**src/rtl/instr_feeder_if.sv**
```systemverilog
// Host/cpu-side signal bundle for instr_feeder.
// master: the host that loads the program and watches the cpu feed.
// slave:  the feeder itself.
interface instr_feeder_if #(
  parameter int DEPTH = 16,
  parameter int W     = 8
);
  localparam int CW = $clog2(DEPTH) + 1;

  logic          wr_valid;
  logic [W-1:0]  wr_data;
  logic          wr_ready;
  logic          start;
  logic          clear;
  logic [W-1:0]  cpu_in;
  logic          cpu_in_valid;
  logic          cpu_reset;
  logic          busy;
  logic          done;
  logic [CW-1:0] count;

  modport master (
    output wr_valid, wr_data, start, clear,
    input  wr_ready, cpu_in, cpu_in_valid, cpu_reset, busy, done, count
  );

  modport slave (
    input  wr_valid, wr_data, start, clear,
    output wr_ready, cpu_in, cpu_in_valid, cpu_reset, busy, done, count
  );
endinterface

```
**src/rtl/instr_feeder.sv**
```systemverilog
// Instruction feeder: buffers a short program from the host, then holds the
// cpu in reset for one cycle and streams the stored bytes into its `in` port,
// one per cycle. The program can be replayed until it is cleared.
module instr_feeder #(
  parameter int DEPTH = 16,
  parameter int W     = 8
) (
  input  logic           clk,
  input  logic           reset,
  instr_feeder_if.slave  bus
);
  localparam int CW = $clog2(DEPTH) + 1;
  localparam int AW = (DEPTH > 1) ? $clog2(DEPTH) : 1;
  localparam logic [CW-1:0] DEPTH_C = CW'(DEPTH);
  localparam logic [CW-1:0] ONE     = CW'(1);

  typedef enum logic [1:0] {
    S_LOAD  = 2'd0,
    S_PRIME = 2'd1,
    S_RUN   = 2'd2,
    S_DONE  = 2'd3
  } state_t;

  state_t        state_q, state_d;
  logic [CW-1:0] count_q, count_d;
  // rptr points at the next byte to emit, so rptr==count in RUN means the
  // last byte has already been presented.
  logic [CW-1:0] rptr_q, rptr_d;
  logic [W-1:0]  cpu_in_q, cpu_in_d;
  logic          cpu_in_valid_q, cpu_in_valid_d;
  logic          cpu_reset_q, cpu_reset_d;
  logic          busy_q, busy_d;
  logic          done_q, done_d;

  logic [W-1:0]  mem_q [DEPTH];
  logic [W-1:0]  rd_data;
  logic          wr_ready;
  logic          wr_fire;

  assign wr_ready = (state_q == S_LOAD) && (count_q < DEPTH_C);
  // clear wins over a concurrent write: the byte is not stored.
  assign wr_fire  = bus.wr_valid && wr_ready && !bus.clear;
  assign rd_data  = mem_q[rptr_q[AW-1:0]];

  // Program storage; no reset, contents beyond count are never read.
  always_ff @(posedge clk) begin
    if (wr_fire) begin
      mem_q[count_q[AW-1:0]] <= bus.wr_data;
    end
  end

  // Next-state, counters and registered-output values for the coming edge.
  always_comb begin
    state_d        = state_q;
    count_d        = count_q;
    rptr_d         = rptr_q;
    cpu_in_d       = '0;
    cpu_in_valid_d = 1'b0;

    if (bus.clear) begin
      state_d = S_LOAD;
      count_d = '0;
      rptr_d  = '0;
    end else begin
      case (state_q)
        S_LOAD: begin
          if (wr_fire) begin
            count_d = count_q + ONE;
          end
          // A write landing on the same edge makes the buffer non-empty.
          if (bus.start && ((count_q != '0) || wr_fire)) begin
            state_d = S_PRIME;
            rptr_d  = '0;
          end
        end
        S_PRIME: begin
          state_d        = S_RUN;
          cpu_in_d       = rd_data;
          cpu_in_valid_d = 1'b1;
          rptr_d         = rptr_q + ONE;
        end
        S_RUN: begin
          if (rptr_q == count_q) begin
            state_d = S_DONE;
          end else begin
            cpu_in_d       = rd_data;
            cpu_in_valid_d = 1'b1;
            rptr_d         = rptr_q + ONE;
          end
        end
        S_DONE: begin
          if (bus.start) begin
            state_d = S_PRIME;
            rptr_d  = '0;
          end
        end
        default: begin
          state_d = S_LOAD;
          count_d = '0;
          rptr_d  = '0;
        end
      endcase
    end

    cpu_reset_d = (state_d == S_LOAD) || (state_d == S_PRIME);
    busy_d      = (state_d == S_PRIME) || (state_d == S_RUN);
    done_d      = (state_d == S_DONE);
  end

  // State and output registers; reset forces the cpu back into reset at once.
  always_ff @(posedge clk or negedge reset) begin
    if (!reset) begin
      state_q        <= S_LOAD;
      count_q        <= '0;
      rptr_q         <= '0;
      cpu_in_q       <= '0;
      cpu_in_valid_q <= 1'b0;
      cpu_reset_q    <= 1'b1;
      busy_q         <= 1'b0;
      done_q         <= 1'b0;
    end else begin
      state_q        <= state_d;
      count_q        <= count_d;
      rptr_q         <= rptr_d;
      cpu_in_q       <= cpu_in_d;
      cpu_in_valid_q <= cpu_in_valid_d;
      cpu_reset_q    <= cpu_reset_d;
      busy_q         <= busy_d;
      done_q         <= done_d;
    end
  end

  assign bus.wr_ready     = wr_ready;
  assign bus.cpu_in       = cpu_in_q;
  assign bus.cpu_in_valid = cpu_in_valid_q;
  assign bus.cpu_reset    = cpu_reset_q;
  assign bus.busy         = busy_q;
  assign bus.done         = done_q;
  assign bus.count        = count_q;
endmodule

```
**src/flat_wrapper.sv**
```systemverilog
// flat-port wrapper written by rule: the top's interface ports become plain ports
module instr_feeder_flat 
#(
  parameter int DEPTH = 16,
  parameter int W     = 8
)
  (clk, reset, bus_wr_valid, bus_wr_data, bus_start, bus_clear, bus_wr_ready, bus_cpu_in, bus_cpu_in_valid, bus_cpu_reset, bus_busy, bus_done, bus_count);
  instr_feeder_if #(.DEPTH(DEPTH), .W(W)) bus_i ();
  input  logic clk;
  input  logic reset;
  input wire logic [$bits(bus_i.wr_valid)-1:0] bus_wr_valid;
  input wire logic [$bits(bus_i.wr_data)-1:0] bus_wr_data;
  input wire logic [$bits(bus_i.start)-1:0] bus_start;
  input wire logic [$bits(bus_i.clear)-1:0] bus_clear;
  output wire logic [$bits(bus_i.wr_ready)-1:0] bus_wr_ready;
  output wire logic [$bits(bus_i.cpu_in)-1:0] bus_cpu_in;
  output wire logic [$bits(bus_i.cpu_in_valid)-1:0] bus_cpu_in_valid;
  output wire logic [$bits(bus_i.cpu_reset)-1:0] bus_cpu_reset;
  output wire logic [$bits(bus_i.busy)-1:0] bus_busy;
  output wire logic [$bits(bus_i.done)-1:0] bus_done;
  output wire logic [$bits(bus_i.count)-1:0] bus_count;
  assign bus_i.wr_valid = bus_wr_valid;
  assign bus_i.wr_data = bus_wr_data;
  assign bus_i.start = bus_start;
  assign bus_i.clear = bus_clear;
  assign bus_wr_ready = bus_i.wr_ready;
  assign bus_cpu_in = bus_i.cpu_in;
  assign bus_cpu_in_valid = bus_i.cpu_in_valid;
  assign bus_cpu_reset = bus_i.cpu_reset;
  assign bus_busy = bus_i.busy;
  assign bus_done = bus_i.done;
  assign bus_count = bus_i.count;
  instr_feeder #(.DEPTH(DEPTH), .W(W)) u_core (.clk(clk), .reset(reset), .bus(bus_i));
endmodule
```
**config.mk**
```make
export PLATFORM = sky130hd
export DESIGN_NAME = instr_feeder_flat
export DESIGN_NICKNAME = d
export VERILOG_FILES = /design/src/rtl/instr_feeder_if.sv /design/src/rtl/instr_feeder.sv /design/src/flat_wrapper.sv
export SDC_FILE = /design/constraint.sdc
export NUM_CORES = 1
export LEC_CHECK = 0
export CAP_MARGIN = 0
export CORE_ASPECT_RATIO = 1.1
export CORE_MARGIN = 2
export CORE_UTILIZATION = 70
export CTS_BUF_LIST = sky130_fd_sc_hd__clkbuf_8
export DETAILED_ROUTE_END_ITERATION = 7
export DONT_BUFFER_PORTS = 1
export GPL_ROUTABILITY_DRIVEN = 0
export PLACE_DENSITY_LB_ADDON = 0.15
export SLEW_MARGIN = 10
export SYNTH_ARGS = -nofsm -noshare
export SYNTH_HDL_FRONTEND = slang
export SYNTH_SLANG_ARGS = --single-unit
```
**constraint.sdc**
```tcl
create_clock -name clk -period 5.3 [get_ports clk]
set_clock_uncertainty 0.1 [all_clocks]
set_input_delay 1.06 -clock clk [delete_from_list [all_inputs] [get_ports clk]]
set_output_delay 1.06 -clock clk [all_outputs]
set_load 0.01 [all_outputs]
```
==> impl_metrics.xml <==
<?xml version="1.0" encoding="UTF-8"?>
<metrics>
  <group name="floorplanning">
    <metric name="die_footprint" unit="mm²">0.00983</metric>
    <metric name="initial_utilization" unit="%">71.8</metric>
    <metric name="dieWidth" unit="µm">94.7</metric>
    <metric name="core_region_area" unit="mm²">0.00883</metric>
    <metric name="floorplan.rows" unit="">36</metric>
    <metric name="die_y" unit="µm">104</metric>
    <metric name="pin_count" unit="">31</metric>
  </group>
  <group name="timing">
    <metric name="setup_viol" unit="">0</metric>
    <metric name="layout_min_cycle_time" unit="ps">2730</metric>
    <metric name="period_share" unit="%">51.5</metric>
    <metric name="drv_slew" unit="">0</metric>
    <metric name="timing.slew.headroom" unit="%">47.1</metric>
    <metric name="timing.fmax" unit="MHz">366</metric>
    <metric name="final_count_of_hold_timing_violations" unit="">0</metric>
    <metric name="measured_slew_at_the_worst_slew_check_pin" unit="ps">794</metric>
    <metric name="rsz0062_at_grt" unit="">false</metric>
    <metric name="worst_hold_slack" unit="ps">209</metric>
    <metric name="timing.setup.tns" unit="ps">0</metric>
  </group>
  <group name="routing">
    <metric name="detail_route.wirelength" unit="µm">11600</metric>
    <metric name="ant_nets" unit="">0</metric>
    <metric name="detail_route.drc_violations" unit="">0</metric>
    <metric name="detailed_route_wire_length_per_cell" unit="µm">24.4</metric>
    <metric name="detail_route.vias_per_cell" unit="">6.46</metric>
    <metric name="detail_route.first_pass.iterations" unit="">4</metric>
    <metric name="detailedRoute.firstIterationViolations" unit="">264</metric>
    <metric name="route.vias.total" unit="">3068</metric>
  </group>
  <group name="clock_network">
    <metric name="cts_tree" unit="">built</metric>
    <metric name="clkTransAtPathRegs" unit="ps">80</metric>
    <metric name="h-tree-depth" unit="">4</metric>
    <metric name="post_cts_setup_buffers" unit="">0</metric>
    <metric name="root_buffer" unit="">clkbuf_8</metric>
    <metric name="cts_resized" unit="">0</metric>
    <metric name="clkLatencyLatePin" unit="ps">440</metric>
    <metric name="clkSinkCount" unit="">152</metric>
    <metric name="post_cts_hold_buffer_count" unit="">0</metric>
    <metric name="cts-buffers-inserted" unit="">17</metric>
    <metric name="max-clock-path-buffers" unit="">2</metric>
  </group>
  <group name="pwr">
    <metric name="portion_of_total_power_attributed_to_the_clock_network" unit="%">34.0</metric>
    <metric name="total_power" unit="mW">2.75</metric>
    <metric name="power_density" unit="mW/mm²">401</metric>
    <metric name="cell_internal_power" unit="mW">2.06</metric>
    <metric name="power.switching_fraction" unit="%">25.2</metric>
    <metric name="pwr-share-comb" unit="%">15.1</metric>
    <metric name="p_sw" unit="µW">694</metric>
    <metric name="total_leakage_power" unit="nW">2.29</metric>
    <metric name="power.sequential.fraction" unit="%">50.9</metric>
    <metric name="peakVddDrop" unit="mV">0.320</metric>
  </group>
  <group name="synth">
    <metric name="synth_edf_count" unit="">128</metric>
    <metric name="synth_area_per_cell" unit="µm²">18.4</metric>
    <metric name="synthesis.area" unit="mm²">0.00634</metric>
    <metric name="asyncSetResetFlopFracSynth" unit="%">15.8</metric>
    <metric name="fraction_of_the_yosys_area_taken_by_sequential_cells" unit="%">70.1</metric>
    <metric name="syn-instance-count" unit="">344</metric>
    <metric name="yosys_register_bits" unit="">152</metric>
    <metric name="yosysUniqueCellTypes" unit="">45</metric>
    <metric name="synthFlopType" unit="">edfxtp_1</metric>
    <metric name="yosysWarnings" unit="">0</metric>
    <metric name="syn-num-nets" unit="">372</metric>
  </group>
  <group name="global_routing">
    <metric name="number_of_antenna_violations_at_the_first_check_in_global_routing" unit="">0</metric>
    <metric name="grt_pass1_vias" unit="">3220</metric>
    <metric name="global_route_wire_length_before_repair" unit="µm">17900</metric>
    <metric name="overall_overflow_remaining_after_global_route" unit="">0</metric>
    <metric name="grt.total_usage" unit="%">26.3</metric>
    <metric name="grt_max_degree" unit="">37</metric>
  </group>
  <group name="setup_path">
    <metric name="timing.critical_path.to_type" unit="">output pin</metric>
    <metric name="worstPathRequired" unit="ps">4140</metric>
    <metric name="crit-reg2reg-launch" unit="">u_core.rptr_q[2]</metric>
    <metric name="critPathArrivalTime" unit="ps">1570</metric>
    <metric name="worst_setup_path_startpoint" unit="">u_core.state_q[0]</metric>
    <metric name="timing_worst_setup_path_type" unit="">reg2out</metric>
    <metric name="critical_path.startpoint_type" unit="">flop</metric>
    <metric name="worst-path-max-fanout" unit="">6</metric>
  </group>
  <group name="final_layout">
    <metric name="finish.net_count" unit="">376</metric>
    <metric name="antenna_cells_inserted" unit="">0</metric>
    <metric name="syn_to_final_growth" unit="%">8.15</metric>
    <metric name="fill_cells" unit="">465</metric>
    <metric name="layout_cells_sized_above_1" unit="%">22.7</metric>
    <metric name="stdcell_area" unit="mm²">0.00686</metric>
  </group>
  <group name="place">
    <metric name="numPortBuffers" unit="">0</metric>
    <metric name="dpl-instance-area" unit="mm²">0.00641</metric>
    <metric name="dp.final_hpwl" unit="µm">7400</metric>
  </group>
  <group name="min_path">
    <metric name="timing.hold.worst.class" unit="">in2async</metric>
  </group>
  <group name="run_status">
    <metric name="run_status" unit="">complete, no violations</metric>
  </group>
  <group name="job">
    <metric name="max_cap_violations" unit="">0</metric>
  </group>
</metrics>
[worst max-delay path, cell delays in order, from the launching register on]
cell     delay, ps
dfrtp_1        450
inv_1          160
ha_1           220
nor2b_1        310
[state kept, by name (all words and copies together), names as in the netlist]
signal,cells
u_core.bus.cpu_reset,1
u_core.bus.cpu_in,8
u_core.bus.done,1
u_core.bus.count,5
u_core.state_q,2
u_core.bus.cpu_in_valid,1
u_core.mem_q,128
u_core.bus.busy,1
u_core.rptr_q,5
[metrics by stage]
step,utilization [%],worst slack [ps],cells
after CTS,77.6,2220,475
final,77.7,2570,475
after global routing,77.7,2350,475
after global placement,72.6,2400,443
after floorplan,-,2610,344
after detailed placement,72.6,2240,443
[power groups by stage]
stage	registers, mW	clock network (mW)	logic, mW
floorplan	1.39	0	0.372
global placement	1.42	0	0.406
detailed placement	1.43	0	0.414
CTS	1.40	0.950	0.418
global route	1.41	1.01	0.451
finish	1.40	0.937	0.416
[per-layer routing]
metal | vias to the layer above | wire (µm) | GRT usage (%)
met4 | 0 | 178 | 8.80
met5 | - | 0 | 0
met3 | 15 | 722 | 7.49
met1 | 1589 | 4450 | 35.0
li1 | 1359 | - | -
met2 | 105 | 6230 | 42.5
[cell usage after synthesis, types with 2 or more instances]
| cell type | n | share of area, % |
|---|---|---|
| buf_2 | 5 | 0.39 |
| dfrtp_1 | 23 | 9.1 |
| nand2b_4 | 2 | 0.43 |
| clkbuf_1 | 8 | 0.47 |
| edfxtp_1 | 128 | 61 |
| a21oi_1 | 5 | 0.39 |
| buf_4 | 3 | 0.36 |
| ha_1 | 15 | 3.0 |
| nor3_1 | 4 | 0.32 |
| nand3_1 | 6 | 0.47 |
| inv_1 | 9 | 0.53 |
| mux4_2 | 32 | 11 |
| nor2_1 | 6 | 0.36 |
| nand2b_1 | 2 | 0.20 |
| o21ai_0 | 2 | 0.16 |
| mux2i_1 | 10 | 1.6 |
| and2_1 | 15 | 1.5 |
| nor2b_1 | 10 | 0.99 |
| xor2_1 | 7 | 0.97 |
| nand2_1 | 8 | 0.47 |
| buf_6 | 2 | 0.36 |
| nand3b_1 | 2 | 0.24 |
| nor3b_1 | 2 | 0.24 |
| a211oi_1 | 17 | 2.0 |
[placed cells by master (no fill, tap or decap), types with 5 or more instances in the layout]
| cell type | instances |
|---|---|
| a211oi_1 | 17 |
| a21oi_1 | 5 |
| and2_1 | 15 |
| clkbuf_8 | 17 |
| dfrtp_1 | 22 |
| edfxtp_1 | 128 |
| ha_1 | 15 |
| inv_1 | 9 |
| mux2i_1 | 10 |
| mux4_2 | 32 |
| nand2_1 | 8 |
| nand3_1 | 6 |
| nor2_1 | 6 |
| nor2b_1 | 10 |
| xor2_1 | 7 |
[cell families after synthesis]
logic type	count (synthesis)	synth area share (%)
xor gates and xnor gates	7	0.967
AOI/OAI and AO/OA	35	4.50
adders and majority gates	15	2.96
buffers and inverters	28	2.17
and+or+nand+nor	65	6.34
DFF	152	70.1
muxes	42	12.9
[cell type report]
type,count,area [µm²],area share [%]
Clock inverter,15,203,2.96
Clock buffer,17,234,3.41
Tap cell,114,143,2.08
Multi-Input combinational cell,164,1770,25.8
Timing Repair Buffer,4,30.0,0.438
Sequential cell,152,4450,64.9
Inverter,9,33.8,0.493
[path summary, 6_finish.rpt]
kind                                         to  slack, ps  cells after the start
max reg2reg                u_core.bus.cpu_reset       2570                      7
min                            u_core.rptr_q[0]        210                      0
min in group clk               u_core.rptr_q[4]        520                      2
min reg2reg                    u_core.rptr_q[4]        520                      2
max                                bus_wr_ready       2570                      3
max in group asynchronous  u_core.bus.cpu_reset       4720                      0
Power figures use the tool's default switching activity.
